==> config.mk <==
export PLATFORM = sky130hd
export DESIGN_NAME = hazard_scoreboard_unit_flat
export DESIGN_NICKNAME = d
export VERILOG_FILES = /design/src/rtl/hazard_scoreboard_unit_pkg.sv /design/src/rtl/hazard_scoreboard_unit_if.sv /design/src/rtl/hazard_scoreboard_unit_md_scoreboard.sv /design/src/rtl/hazard_scoreboard_unit.sv /design/src/flat_wrapper.sv
export SDC_FILE = /design/constraint.sdc
export NUM_CORES = 1
export LEC_CHECK = 0
export ABC_AREA = 0
export ABC_CLOCK_PERIOD_IN_PS = 5600
export BUFFER_PORTS_ARGS = -buffer_cell sky130_fd_sc_hd__buf_2
export CORE_MARGIN = 2
export CORE_UTILIZATION = 45
export DETAILED_ROUTE_END_ITERATION = 12
export MAX_ROUTING_LAYER = met4
export PLACE_DENSITY = 0.69
export SYNTH_ARGS = -nofsm -noshare
export SYNTH_HDL_FRONTEND = slang
export SYNTH_HIERARCHICAL = 1
export SYNTH_SLANG_ARGS = --single-unit
==> constraint.sdc <==
create_clock -name clk -period 5.6 [get_ports clk]
set_input_delay 1.12 -clock clk [delete_from_list [all_inputs] [get_ports clk]]
set_output_delay 1.12 -clock clk [all_outputs]
set_load 0.005 [all_outputs]
==> src/rtl/hazard_scoreboard_unit_pkg.sv <==
// -----------------------------------------------------------------------------
// hazard_scoreboard_unit_pkg
// Shared definitions for the hazard/scoreboard unit:
//   - default register-address width
//   - forwarding-select encoding used on forwardAE/forwardBE
//   - helper that resolves MEM-over-WB forwarding priority
// -----------------------------------------------------------------------------
package hazard_scoreboard_unit_pkg;

   localparam int unsigned DEF_REG_AW = 5;

   typedef enum logic [1:0] {
      FWD_RF  = 2'b00,
      FWD_WB  = 2'b01,
      FWD_MEM = 2'b10
   } fwd_sel_e;

   // MEM holds the younger result, so it wins over WB.
   function automatic fwd_sel_e fwd_select(input logic hitMem, input logic hitWb);
      if (hitMem) return FWD_MEM;
      if (hitWb)  return FWD_WB;
      return FWD_RF;
   endfunction

endpackage

==> src/rtl/hazard_scoreboard_unit_if.sv <==
// -----------------------------------------------------------------------------
// hazard_scoreboard_unit_if
// Bundle of pipeline-status inputs and hazard-control outputs exchanged
// between the core pipeline (master) and the hazard unit (slave).
//   inputs to unit : per-stage regWrite/memToReg, branch/jump, source and
//                    destination registers, MD issue/completion info
//   outputs of unit: stallF/stallD/flushE, forwarding selects, sbFull,
//                    sbErr, stallCount/flushCount
// -----------------------------------------------------------------------------
interface hazard_scoreboard_unit_if
   import hazard_scoreboard_unit_pkg::*;
#(
   parameter int unsigned REG_AW = DEF_REG_AW,
   parameter int unsigned CNT_W  = 32
) ();

   logic              regWriteE, regWriteM, regWriteW;
   logic              memToRegE, memToRegM;
   logic              branchD, jumpD;
   logic [REG_AW-1:0] rsD, rtD, rsE, rtE;
   logic [REG_AW-1:0] writeRegE, writeRegM, writeRegW;
   logic              regWriteD;
   logic [REG_AW-1:0] writeRegD;
   logic              mdOpD, mdIssueE, mdDoneW;
   logic [REG_AW-1:0] mdDestW;

   logic              stallF, stallD, flushE;
   logic              forwardAD, forwardBD;
   logic [1:0]        forwardAE, forwardBE;
   logic              sbFull, sbErr;
   logic [CNT_W-1:0]  stallCount, flushCount;

   modport master (
      output regWriteE, regWriteM, regWriteW, memToRegE, memToRegM,
             branchD, jumpD, rsD, rtD, rsE, rtE,
             writeRegE, writeRegM, writeRegW, regWriteD, writeRegD,
             mdOpD, mdIssueE, mdDoneW, mdDestW,
      input  stallF, stallD, flushE, forwardAD, forwardBD,
             forwardAE, forwardBE, sbFull, sbErr, stallCount, flushCount
   );

   modport slave (
      input  regWriteE, regWriteM, regWriteW, memToRegE, memToRegM,
             branchD, jumpD, rsD, rtD, rsE, rtE,
             writeRegE, writeRegM, writeRegW, regWriteD, writeRegD,
             mdOpD, mdIssueE, mdDoneW, mdDestW,
      output stallF, stallD, flushE, forwardAD, forwardBD,
             forwardAE, forwardBE, sbFull, sbErr, stallCount, flushCount
   );

endinterface

==> src/rtl/hazard_scoreboard_unit_md_scoreboard.sv <==
// -----------------------------------------------------------------------------
// md_scoreboard
// Tracks destination registers of outstanding multiply/divide operations.
//   clk, rst      : clock, synchronous active-high reset
//   i_alloc       : MD op dispatched this cycle, destination i_allocReg
//   i_done        : MD result written back this cycle, destination i_doneReg
//   i_rdReg[2:0]  : three lookup ports (rs, rt, decode destination)
//   o_busy[2:0]   : register on the matching lookup port is pending
//   o_validCount  : number of occupied slots
//   o_freeNow     : completion this cycle hits an occupied slot
//   o_full        : every slot occupied
//   o_err         : sticky protocol error (orphan completion / overflow)
// -----------------------------------------------------------------------------
module md_scoreboard
   import hazard_scoreboard_unit_pkg::*;
#(
   parameter int unsigned REG_AW  = DEF_REG_AW,
   parameter int unsigned MAX_OUT = 2
) (
   input  logic                             clk,
   input  logic                             rst,
   input  logic                             i_alloc,
   input  logic [REG_AW-1:0]                i_allocReg,
   input  logic                             i_done,
   input  logic [REG_AW-1:0]                i_doneReg,
   input  logic [2:0][REG_AW-1:0]           i_rdReg,
   output logic [2:0]                       o_busy,
   output logic [$clog2(MAX_OUT+1)-1:0]     o_validCount,
   output logic                             o_freeNow,
   output logic                             o_full,
   output logic                             o_err
);

   localparam int unsigned CW = $clog2(MAX_OUT + 1);

   logic [MAX_OUT-1:0] r_valid;
   logic [REG_AW-1:0]  r_tag [MAX_OUT];
   logic               r_err;

   logic [MAX_OUT-1:0] w_doneHit;
   logic [MAX_OUT-1:0] w_freeSel;
   logic [MAX_OUT-1:0] w_allocSel;
   logic               w_freeFound, w_allocFound;
   logic               w_doneReq, w_allocReq;
   logic [CW-1:0]      w_validCount;
   logic [2:0]         w_hold;

   always_comb begin
      w_doneReq    = i_done && (i_doneReg != '0);
      w_allocReq   = i_alloc && (i_allocReg != '0);
      w_doneHit    = '0;
      w_freeSel    = '0;
      w_allocSel   = '0;
      w_freeFound  = 1'b0;
      w_allocFound = 1'b0;
      w_validCount = '0;

      for (int unsigned i = 0; i < MAX_OUT; i++) begin
         w_doneHit[i] = w_doneReq && r_valid[i] && (r_tag[i] == i_doneReg);
         w_validCount = w_validCount + CW'(r_valid[i]);
      end

      // Only one slot is retired per completion, even if a tag is duplicated.
      for (int unsigned i = 0; i < MAX_OUT; i++) begin
         if (w_doneHit[i] && !w_freeFound) begin
            w_freeSel[i] = 1'b1;
            w_freeFound  = 1'b1;
         end
      end

      // A slot being retired this cycle is reusable by a same-cycle allocation.
      for (int unsigned i = 0; i < MAX_OUT; i++) begin
         if ((!r_valid[i] || w_freeSel[i]) && !w_allocFound) begin
            w_allocSel[i] = 1'b1;
            w_allocFound  = 1'b1;
         end
      end
   end

   // Completion releases the register in the same cycle since the register
   // file is written in the first half of the cycle.
   always_comb begin
      o_busy = '0;
      w_hold = '0;
      for (int unsigned p = 0; p < 3; p++) begin
         for (int unsigned i = 0; i < MAX_OUT; i++) begin
            if (r_valid[i] && (r_tag[i] == i_rdReg[p])) w_hold[p] = 1'b1;
         end
         o_busy[p] = (i_rdReg[p] != '0) &&
                     ((w_hold[p] && !(i_done && (i_doneReg == i_rdReg[p]))) ||
                      (i_alloc && (i_allocReg == i_rdReg[p])));
      end
   end

   always_ff @(posedge clk) begin
      if (rst) begin
         r_valid <= '0;
         r_err   <= 1'b0;
      end else begin
         for (int unsigned i = 0; i < MAX_OUT; i++) begin
            if (w_freeSel[i]) r_valid[i] <= 1'b0;
            if (w_allocReq && w_allocSel[i]) begin
               r_valid[i] <= 1'b1;
               r_tag[i]   <= i_allocReg;
            end
         end
         if ((w_doneReq && !w_freeFound) || (w_allocReq && !w_allocFound))
            r_err <= 1'b1;
      end
   end

   assign o_validCount = w_validCount;
   assign o_freeNow    = |w_doneHit;
   assign o_full       = &r_valid;
   assign o_err        = r_err;

endmodule

==> src/rtl/hazard_scoreboard_unit.sv <==
// -----------------------------------------------------------------------------
// hazard_scoreboard_unit
// Pipeline hazard unit for the five-stage core plus a multi-cycle MD unit.
//   clk, rst : clock, synchronous active-high reset
//   bus      : hazard_scoreboard_unit_if.slave
//              in : stage regWrite/memToReg, branch/jump, rs/rt/dest regs,
//                   MD issue and completion
//              out: stallF/stallD/flushE, forwardAD/BD, forwardAE/BE,
//                   sbFull, sbErr, saturating stallCount/flushCount
// Stall, forwarding and counters live here; MD tracking is in md_scoreboard.
// -----------------------------------------------------------------------------
module hazard_scoreboard_unit
   import hazard_scoreboard_unit_pkg::*;
#(
   parameter int unsigned REG_AW  = DEF_REG_AW,
   parameter int unsigned MAX_OUT = 2,
   parameter int unsigned CNT_W   = 32
) (
   input  logic                       clk,
   input  logic                       rst,
   hazard_scoreboard_unit_if.slave    bus
);

   localparam int unsigned CW = $clog2(MAX_OUT + 1);
   localparam int unsigned PW = CW + 1;
   localparam logic [CNT_W-1:0] CNT_MAX = '1;

   logic [2:0]       w_busy;
   logic [CW-1:0]    w_validCount;
   logic             w_freeNow;
   logic             w_sbFull, w_sbErr;
   logic [PW-1:0]    w_pending;
   logic             w_lwStall, w_brStall, w_sbStall;
   logic             w_stall, w_flush;
   logic [CNT_W-1:0] r_stallCount, r_flushCount;

   md_scoreboard #(
      .REG_AW  (REG_AW),
      .MAX_OUT (MAX_OUT)
   ) u_sb (
      .clk          (clk),
      .rst          (rst),
      .i_alloc      (bus.mdIssueE),
      .i_allocReg   (bus.writeRegE),
      .i_done       (bus.mdDoneW),
      .i_doneReg    (bus.mdDestW),
      .i_rdReg      ({bus.writeRegD, bus.rtD, bus.rsD}),
      .o_busy       (w_busy),
      .o_validCount (w_validCount),
      .o_freeNow    (w_freeNow),
      .o_full       (w_sbFull),
      .o_err        (w_sbErr)
   );

   // Occupancy the decode-stage MD op would see once this cycle's issue and
   // completion have landed; never underflows because freeNow implies a valid slot.
   assign w_pending = {1'b0, w_validCount} + PW'(bus.mdIssueE) - PW'(w_freeNow);

   assign w_lwStall = bus.memToRegE && ((bus.rsD == bus.rtE) || (bus.rtD == bus.rtE));

   assign w_brStall = bus.branchD &&
      ((bus.regWriteE && ((bus.writeRegE == bus.rsD) || (bus.writeRegE == bus.rtD))) ||
       (bus.memToRegM && ((bus.writeRegM == bus.rsD) || (bus.writeRegM == bus.rtD))));

   // busy[2] is the WAW check on the decode destination.
   assign w_sbStall = w_busy[0] || w_busy[1] || (bus.regWriteD && w_busy[2]) ||
                      (bus.mdOpD && (w_pending >= PW'(MAX_OUT)));

   assign w_stall = w_lwStall || w_brStall || w_sbStall;
   assign w_flush = w_stall || bus.jumpD;

   assign bus.stallF = w_stall;
   assign bus.stallD = w_stall;
   assign bus.flushE = w_flush;

   assign bus.forwardAD = (bus.rsD != '0) && (bus.rsD == bus.writeRegM) && bus.regWriteM;
   assign bus.forwardBD = (bus.rtD != '0) && (bus.rtD == bus.writeRegM) && bus.regWriteM;

   assign bus.forwardAE = fwd_select(
      (bus.rsE != '0) && (bus.rsE == bus.writeRegM) && bus.regWriteM,
      (bus.rsE != '0) && (bus.rsE == bus.writeRegW) && bus.regWriteW);
   assign bus.forwardBE = fwd_select(
      (bus.rtE != '0) && (bus.rtE == bus.writeRegM) && bus.regWriteM,
      (bus.rtE != '0) && (bus.rtE == bus.writeRegW) && bus.regWriteW);

   always_ff @(posedge clk) begin
      if (rst) begin
         r_stallCount <= '0;
         r_flushCount <= '0;
      end else begin
         if (w_stall && (r_stallCount != CNT_MAX)) r_stallCount <= r_stallCount + CNT_W'(1);
         if (w_flush && (r_flushCount != CNT_MAX)) r_flushCount <= r_flushCount + CNT_W'(1);
      end
   end

   assign bus.sbFull     = w_sbFull;
   assign bus.sbErr      = w_sbErr;
   assign bus.stallCount = r_stallCount;
   assign bus.flushCount = r_flushCount;

endmodule

==> src/flat_wrapper.sv <==
// flat-port wrapper written by rule: the top's interface ports become plain ports
module hazard_scoreboard_unit_flat import hazard_scoreboard_unit_pkg::*;
#(
   parameter int unsigned REG_AW  = DEF_REG_AW,
   parameter int unsigned MAX_OUT = 2,
   parameter int unsigned CNT_W   = 32
)
  (clk, rst, bus_regWriteE, bus_regWriteM, bus_regWriteW, bus_memToRegE, bus_memToRegM, bus_branchD, bus_jumpD, bus_rsD, bus_rtD, bus_rsE, bus_rtE, bus_writeRegE, bus_writeRegM, bus_writeRegW, bus_regWriteD, bus_writeRegD, bus_mdOpD, bus_mdIssueE, bus_mdDoneW, bus_mdDestW, bus_stallF, bus_stallD, bus_flushE, bus_forwardAD, bus_forwardBD, bus_forwardAE, bus_forwardBE, bus_sbFull, bus_sbErr, bus_stallCount, bus_flushCount);
  hazard_scoreboard_unit_if #(.REG_AW(REG_AW), .CNT_W(CNT_W)) bus_i ();
  input  logic clk;
  input  logic rst;
  input wire logic [$bits(bus_i.regWriteE)-1:0] bus_regWriteE;
  input wire logic [$bits(bus_i.regWriteM)-1:0] bus_regWriteM;
  input wire logic [$bits(bus_i.regWriteW)-1:0] bus_regWriteW;
  input wire logic [$bits(bus_i.memToRegE)-1:0] bus_memToRegE;
  input wire logic [$bits(bus_i.memToRegM)-1:0] bus_memToRegM;
  input wire logic [$bits(bus_i.branchD)-1:0] bus_branchD;
  input wire logic [$bits(bus_i.jumpD)-1:0] bus_jumpD;
  input wire logic [$bits(bus_i.rsD)-1:0] bus_rsD;
  input wire logic [$bits(bus_i.rtD)-1:0] bus_rtD;
  input wire logic [$bits(bus_i.rsE)-1:0] bus_rsE;
  input wire logic [$bits(bus_i.rtE)-1:0] bus_rtE;
  input wire logic [$bits(bus_i.writeRegE)-1:0] bus_writeRegE;
  input wire logic [$bits(bus_i.writeRegM)-1:0] bus_writeRegM;
  input wire logic [$bits(bus_i.writeRegW)-1:0] bus_writeRegW;
  input wire logic [$bits(bus_i.regWriteD)-1:0] bus_regWriteD;
  input wire logic [$bits(bus_i.writeRegD)-1:0] bus_writeRegD;
  input wire logic [$bits(bus_i.mdOpD)-1:0] bus_mdOpD;
  input wire logic [$bits(bus_i.mdIssueE)-1:0] bus_mdIssueE;
  input wire logic [$bits(bus_i.mdDoneW)-1:0] bus_mdDoneW;
  input wire logic [$bits(bus_i.mdDestW)-1:0] bus_mdDestW;
  output wire logic [$bits(bus_i.stallF)-1:0] bus_stallF;
  output wire logic [$bits(bus_i.stallD)-1:0] bus_stallD;
  output wire logic [$bits(bus_i.flushE)-1:0] bus_flushE;
  output wire logic [$bits(bus_i.forwardAD)-1:0] bus_forwardAD;
  output wire logic [$bits(bus_i.forwardBD)-1:0] bus_forwardBD;
  output wire logic [$bits(bus_i.forwardAE)-1:0] bus_forwardAE;
  output wire logic [$bits(bus_i.forwardBE)-1:0] bus_forwardBE;
  output wire logic [$bits(bus_i.sbFull)-1:0] bus_sbFull;
  output wire logic [$bits(bus_i.sbErr)-1:0] bus_sbErr;
  output wire logic [$bits(bus_i.stallCount)-1:0] bus_stallCount;
  output wire logic [$bits(bus_i.flushCount)-1:0] bus_flushCount;
  assign bus_i.regWriteE = bus_regWriteE;
  assign bus_i.regWriteM = bus_regWriteM;
  assign bus_i.regWriteW = bus_regWriteW;
  assign bus_i.memToRegE = bus_memToRegE;
  assign bus_i.memToRegM = bus_memToRegM;
  assign bus_i.branchD = bus_branchD;
  assign bus_i.jumpD = bus_jumpD;
  assign bus_i.rsD = bus_rsD;
  assign bus_i.rtD = bus_rtD;
  assign bus_i.rsE = bus_rsE;
  assign bus_i.rtE = bus_rtE;
  assign bus_i.writeRegE = bus_writeRegE;
  assign bus_i.writeRegM = bus_writeRegM;
  assign bus_i.writeRegW = bus_writeRegW;
  assign bus_i.regWriteD = bus_regWriteD;
  assign bus_i.writeRegD = bus_writeRegD;
  assign bus_i.mdOpD = bus_mdOpD;
  assign bus_i.mdIssueE = bus_mdIssueE;
  assign bus_i.mdDoneW = bus_mdDoneW;
  assign bus_i.mdDestW = bus_mdDestW;
  assign bus_stallF = bus_i.stallF;
  assign bus_stallD = bus_i.stallD;
  assign bus_flushE = bus_i.flushE;
  assign bus_forwardAD = bus_i.forwardAD;
  assign bus_forwardBD = bus_i.forwardBD;
  assign bus_forwardAE = bus_i.forwardAE;
  assign bus_forwardBE = bus_i.forwardBE;
  assign bus_sbFull = bus_i.sbFull;
  assign bus_sbErr = bus_i.sbErr;
  assign bus_stallCount = bus_i.stallCount;
  assign bus_flushCount = bus_i.flushCount;
  hazard_scoreboard_unit #(.REG_AW(REG_AW), .MAX_OUT(MAX_OUT), .CNT_W(CNT_W)) u_core (.clk(clk), .rst(rst), .bus(bus_i));
endmodule
==> flow_metrics.py, run 1 <==
metrics = {
    "floorplanning": {
        "num_rows": 40,
        "die_w_um": 114,
        "die_h_um": 114,
        "core_area_um2": 12000,
        "ios": 133,
        "dieArea_um2": 13100,
        "start_util_pct": 45.9,
    },
    "flow_run": {
        "cap_violations": 0,
    },
    "clock_network": {
        "root_buffer": "clkbuf_16",
        "cts_tree": "built",
        "cts-buffers-inserted": 9,
        "clock_latency_ps": 350,
        "htree_levels": 3,
        "clock_path_buffers": 2,
        "clock_sinks": 77,
        "postCtsSetupRepairBufs": 0,
        "clkTransAtPathRegs_ps": 60,
        "cts_hold_buf": 0,
        "cts_resized": 0,
    },
    "critical_path": {
        "r2r_slack_ps": 1360,
        "cp_data_required_time_ps": 4480,
        "critPathMostFrequentCell": "buf_2",
        "crit_fanout": 6,
        "cp-start-kind": "primary input",
        "path_delay_family": "simple AND/OR/NAND/NOR gates",
        "worstSetupPathType": "primary input to output pin",
        "cp_slowest_cell": "or3_2",
        "cp.arrival_ps": 4290,
        "path_buf_inv": 2,
        "path_cells": "buf_2, xor2_1, nor3_2, nand2_1, o22a_1, nor2_1, ha_1, nor2b_1, fa_1, o21ai_0, nand3_1, or3_2, or2_2, buf_2",
        "end_kind": "output pin",
        "cpPeakStageDelay_ps": 530,
    },
    "sta": {
        "min_period_over_period_pct": 96.7,
        "hold_viol": 0,
        "finalSetupViolations": 0,
        "slew_violations": 0,
        "finClkSkew_ps": 8.99,
        "clock.fmax_mhz": 185,
        "rsz0062_at_grt": "false",
        "finalSetupTns_ps": 0,
        "finalHoldWorstSlack_ps": 483,
        "relSlewSlack_pct": 46.1,
        "worstMarginPinSlew_ps": 809,
        "min_period_ps": 5410,
    },
    "detailed_routing": {
        "first_pass_iters": 5,
        "wl_per_cell_um": 15.9,
        "wirelength_um": 14600,
        "drtAntennaViolNets": 0,
        "vias": 5363,
        "drcViolationCount": 0,
        "viasPerCell": 5.85,
        "dr.first_iter.drc_count": 416,
    },
    "global_route": {
        "grt_pass1_wl_um": 23300,
        "antenna_found_initial": 1,
        "grt_overflow": 0,
        "grt_max_degree": 77,
        "track_usage_pct": 22.7,
        "grt_pass1_vias": 4847,
    },
    "yosys": {
        "syn_area_um2": 5490,
        "yosysWarnings": 6,
        "async_flop_share_pct": 0,
        "yosys_most_used_dff": "dfxtp_1",
        "synth_top_area_share_pct": 24.5,
        "ys_seq_area_share_pct": 29.9,
        "synthTopCellsByCount": "dfxtp_1, xor2_1, xnor2_1",
        "mappedNetlistNets": 730,
        "ys_types": 55,
        "synth-edff-count": 10,
        "post-synth-top-count-cell": "dfxtp_1",
        "yosys.area.top_type": "dfxtp_1",
        "syn_area_per_cell_um2": 8.22,
        "ys_ff_latch": 77,
        "syn_inst": 667,
        "ys_top_cells_by_area": "dfxtp_1, xor2_1, xnor2_1",
    },
    "cells_and_area": {
        "drive_above_1_share_pct": 23.2,
        "final_nets": 826,
        "fillCellCount": 1121,
        "area_growth_pct": 16.5,
        "instances_no_fill": 916,
    },
    "power_and_ir_drop": {
        "leakage_nw": 2.37,
        "max-vdd-ir-drop_v": 0.000193,
        "powerDensity_nw_per_um2": 220,
    },
    "placed_design": {
        "gp_congestion": 0.877,
        "numPlacedInstances": 899,
        "hpwlAfterDp_um": 10400,
        "port-buffer-count": 132,
    },
    "run_status": {
        "status": "finished clean",
    },
    "worst_hold_path": {
        "hp-class": "flop to flop",
    },
}
==> sequential cells by signal, indices dropped and copies added, names as in the netlist <==
register,flops
u_core/u_sb/r_valid,2
u_core/bus.stallCount,32
u_core/u_sb/r_tag,10
u_core/u_sb/o_err,1
u_core/bus.flushCount,32
==> path summary, 6_finish.rpt <==
path                                                 from                   endpoint  cells after the start
worst min register to register  u_core/bus.stallCount[27]  u_core/bus.stallCount[27]                      2
worst min-delay path            u_core/bus.stallCount[27]  u_core/bus.stallCount[27]                      2
worst max register to register    u_core/u_sb/r_tag[0][2]  u_core/bus.flushCount[29]                     14
worst max-delay path                       bus_mdDestW[2]                 bus_flushE                     14
==> worst reg2reg max path: stages, from the launching register on <==
cell and delay [ps]:
edfxtp_1 520, xor2_1 220, nor3_2 250, nand2_1 160, o22a_1 230, nor2_1 120
ha_1 240, nor2b_1 150, fa_1 430, o21ai_0 180, nand3_1 100, or3_2 530
o21ai_4 510, nor3_1 150, mux2_1 330
==> where the power goes <==
group          leakage, nW  switching, mW  internal (mW)  total, mW
logic                 1.61          0.156         0.0999      0.255
clock network        0.133          0.246          0.315      0.561
registers            0.633         0.0173          0.570      0.587
total                 2.37          0.419          0.985       1.40
==> routing by layer <==
layer	vias to the layer above	global-route usage, %	share of wire (%)
met1	2560	29.1	44
met4	0	5.85	1.2
li1	2601	-	-
met3	17	5.56	5.8
met5	-	-	0
met2	185	36.0	49
==> cells in the final DEF, fill, tap and decap left out, types with 2 or more instances in the layout <==
| cell type | n |
|---|---|
| nand3_1 | 29 |
| and4_1 | 3 |
| o21ai_2 | 3 |
| mux2i_1 | 2 |
| clkinvlp_4 | 3 |
| dfxtp_1 | 67 |
| clkbuf_16 | 9 |
| nand4_1 | 18 |
| o21ai_0 | 29 |
| and2_1 | 3 |
| mux2_2 | 5 |
| a21oi_1 | 59 |
| edfxtp_1 | 10 |
| or3_1 | 27 |
| xnor2_1 | 60 |
| o31ai_1 | 25 |
| o32ai_1 | 3 |
| o21ai_4 | 2 |
| ha_1 | 4 |
| nand2_1 | 47 |
| inv_1 | 16 |
| or4_1 | 31 |
| nor3_1 | 9 |
| and3_1 | 13 |
| or2_2 | 4 |
| o221ai_1 | 2 |
| or4b_1 | 2 |
| buf_4 | 3 |
| nor3_2 | 3 |
| xor2_1 | 64 |
| nor4_1 | 18 |
| buf_2 | 132 |
| nor2b_1 | 8 |
| nor2_1 | 31 |
==> stage by stage <==
step	instance area [um^2]	util [%]	total power, mW	setup slack [ps]
5_1_grt	6390	53.4	1.47	4.44
3_3_place_gp	6100	51.0	0.843	298
4_1_cts	6390	53.4	1.42	169
6_report	6390	53.4	1.40	187
2_1_floorplan	5490	-	0.780	547
3_5_place_dp	6100	51.0	0.853	173
==> cell type report <==
cell class                      count  area [um^2]  share of cell area [%]
Timing Repair Buffer              136          703                    11.0
Tap cell                          147          184                    2.88
Multi-Input combinational cell    523         3510                    55.0
Inverter                           16         60.1                   0.940
Clock buffer                       10          239                    3.74
Antenna cell                        1         2.50                  0.0392
Clock inverter                      6         47.5                   0.744
Sequential cell                    77         1640                    25.7
==> logic make-up (layout without fill, tap and decap cells) <==
logic type      count (synthesis)  after routing  share of synthesized area, %
fa+ha+maj                       5              5                          1.28
xor+xnor                      124            124                          19.8
simple gates                  253            253                          26.1
buf+inv                        67            168                          6.07
compound gates                133            133                          15.2
mux                             8              8                          1.60
flops                          77             77                          29.9
other cells                     0              1                             0
Power figures use the tool's default switching activity.
==> run 2: changes to the inputs <==
--- a/config.mk
+++ b/config.mk
@@ -9,10 +9,9 @@
 export ABC_CLOCK_PERIOD_IN_PS = 5600
 export BUFFER_PORTS_ARGS = -buffer_cell sky130_fd_sc_hd__buf_2
 export CORE_MARGIN = 2
-export CORE_UTILIZATION = 45
+export CORE_UTILIZATION = 40
 export DETAILED_ROUTE_END_ITERATION = 12
 export MAX_ROUTING_LAYER = met4
-export PLACE_DENSITY = 0.69
 export SYNTH_ARGS = -nofsm -noshare
 export SYNTH_HDL_FRONTEND = slang
 export SYNTH_HIERARCHICAL = 1
==> run 2 against run 1 <==
  * Clock skew is 0.66 ps lower
  * Die area increased by 12%
  * Utilization is 5.0 points lower
  * Worst hold slack better by 8.2 ps
  * First-iteration DRC count decreased by 24%
  * Design area increased by 0.74%
  * Worst setup slack improved by 78 ps
  * Fmax is 1.5% higher
  * Combinational power up 2%
  * Global-route usage down 1.7 points
  * Clock-buffer cell count up 1
  * Largest cell class unchanged
  * Highest routed layer unchanged
==> flow_metrics.py, run 2 (synthesized netlist as in run 1, its figures left out) <==
metrics = {
    "clock_network": {
        "htree_levels": 3,
        "clock_path_buffers": 2,
        "clock_sinks": 77,
        "postCtsSetupRepairBufs": 0,
        "cts-buffers-inserted": 9,
        "cts_resized": 0,
        "clkTransAtPathRegs_ps": 60,
        "cts_tree": "built",
        "cts_hold_buf": 0,
        "root_buffer": "clkbuf_16",
        "clock_latency_ps": 340,
    },
    "sta": {
        "clock.fmax_mhz": 187,
        "rsz0062_at_grt": "false",
        "finalSetupViolations": 0,
        "worst_slack_ps": 264,
        "hold_viol": 0,
        "relSlewSlack_pct": 44.1,
        "finalSetupTns_ps": 0,
        "worstMarginPinSlew_ps": 839,
        "min_period_ps": 5340,
        "finClkSkew_ps": 8.33,
        "finalHoldWorstSlack_ps": 491,
        "slew_violations": 0,
        "min_period_over_period_pct": 95.3,
    },
    "critical_path": {
        "end_kind": "output pin",
        "worstSetupPathType": "primary input to output pin",
        "reg2reg_from": "u_core/u_sb/r_tag[0][8]",
        "crit_fanout": 6,
        "cp-start-kind": "primary input",
        "cp-startpoint": "bus_mdDestW[1]",
        "cp.arrival_ps": 4220,
        "cp_data_required_time_ps": 4480,
        "rr_worst_depth": 15,
    },
    "cells_and_area": {
        "instances_no_fill": 944,
        "area_growth_pct": 17.3,
        "final_nets": 826,
        "drive_above_1_share_pct": 23.0,
        "final_common_cell": "buf_2",
        "fillCellCount": 1301,
        "mostFrequentLayoutCells": "buf_2, dfxtp_1, xor2_1, xnor2_1, a21oi_1",
        "diodes": 0,
    },
    "global_route": {
        "grt_max_degree": 78,
        "grt_pass1_vias": 4881,
        "grt_pass1_wl_um": 24200,
        "track_usage_pct": 21.0,
        "grt_overflow": 0,
        "antenna_found_initial": 0,
    },
    "placed_design": {
        "place_ws_ps": 183,
        "numPlacedInstances": 928,
        "port-buffer-count": 132,
        "hpwlAfterDp_um": 11100,
        "gp_congestion": 0.907,
    },
    "power_and_ir_drop": {
        "powerDensity_nw_per_um2": 223,
        "max-vdd-ir-drop_v": 0.000191,
        "leakage_nw": 2.39,
    },
    "floorplanning": {
        "die_w_um": 121,
        "num_rows": 42,
        "dieArea_um2": 14700,
        "ios": 133,
        "die_h_um": 121,
        "core_area_um2": 13300,
        "start_util_pct": 41.3,
    },
    "flow_run": {
        "cap_violations": 0,
    },
    "detailed_routing": {
        "drtAntennaViolNets": 0,
        "dr.first_iter.drc_count": 315,
        "first_pass_iters": 5,
        "drcViolationCount": 0,
        "viasPerCell": 5.64,
        "wl_per_cell_um": 16.1,
        "vias": 5320,
        "wirelength_um": 15200,
    },
    "worst_hold_path": {
        "hp-class": "flop to flop",
        "worst_hold_path.num_cells": 2,
        "hp-start": "u_core/bus.stallCount[23]",
    },
    "run_status": {
        "status": "finished clean",
    },
}
==> run 2: layer usage <==
| metal | routed length [um] | up-vias | GRT usage (%) |
|---|---|---|---|
| met5 | 0 | - | - |
| met4 | 119 | 0 | 4.94 |
| met3 | 942 | 11 | 4.56 |
| met2 | 7410 | 185 | 34.9 |
| met1 | 6770 | 2533 | 26.1 |
| li1 | - | 2591 | - |
==> run 2: report_power, final <==
| group | switching (mW) | leakage (nW) | internal, mW | total, mW |
|---|---|---|---|---|
| Sequential | 0.0175 | 0.633 | 0.570 | 0.588 |
| Combinational | 0.159 | 1.61 | 0.100 | 0.259 |
| Clock | 0.231 | 0.150 | 0.358 | 0.590 |
==> run 2: worst max-delay path: stages <==
cell and delay [ps]:
buf_2 160, or4_4 550, o21ai_4 210, nor2_1 90
ha_1 270, nor2b_1 150, fa_1 430, o21ai_1 160
nand3_1 100, or3_2 520, or2_2 330, buf_2 140
==> run 2: per-stage QoR <==
stage               power [mW]  utilization [%]  area, um^2
finish                    1.44             48.4        6440
global route              1.51             48.4        6440
CTS                       1.45             48.4        6440
detailed placement       0.857             46.2        6140
global placement         0.846             46.2        6140
floorplan                0.780                -        5490
==> run 2: path summary, 6_finish.rpt <==
path / slack (ps) / end
max: 260 / bus_flushE
min: 490 / u_core/bus.stallCount[23]
max reg2reg: 1560 / u_core/bus.flushCount[1]
min reg2reg: 490 / u_core/bus.stallCount[23]
==> run 2: area by class of cell <==
type                            instances  area (um^2)  share of cell area [%]
Inverter                               16         60.1                   0.933
Clock buffer                           11          243                    3.77
Multi-Input combinational cell        523         3510                    54.5
Timing Repair Buffer                  136          703                    10.9
Sequential cell                        77         1640                    25.5
Clock inverter                          5         57.6                   0.894
Tap cell                              176          220                    3.42
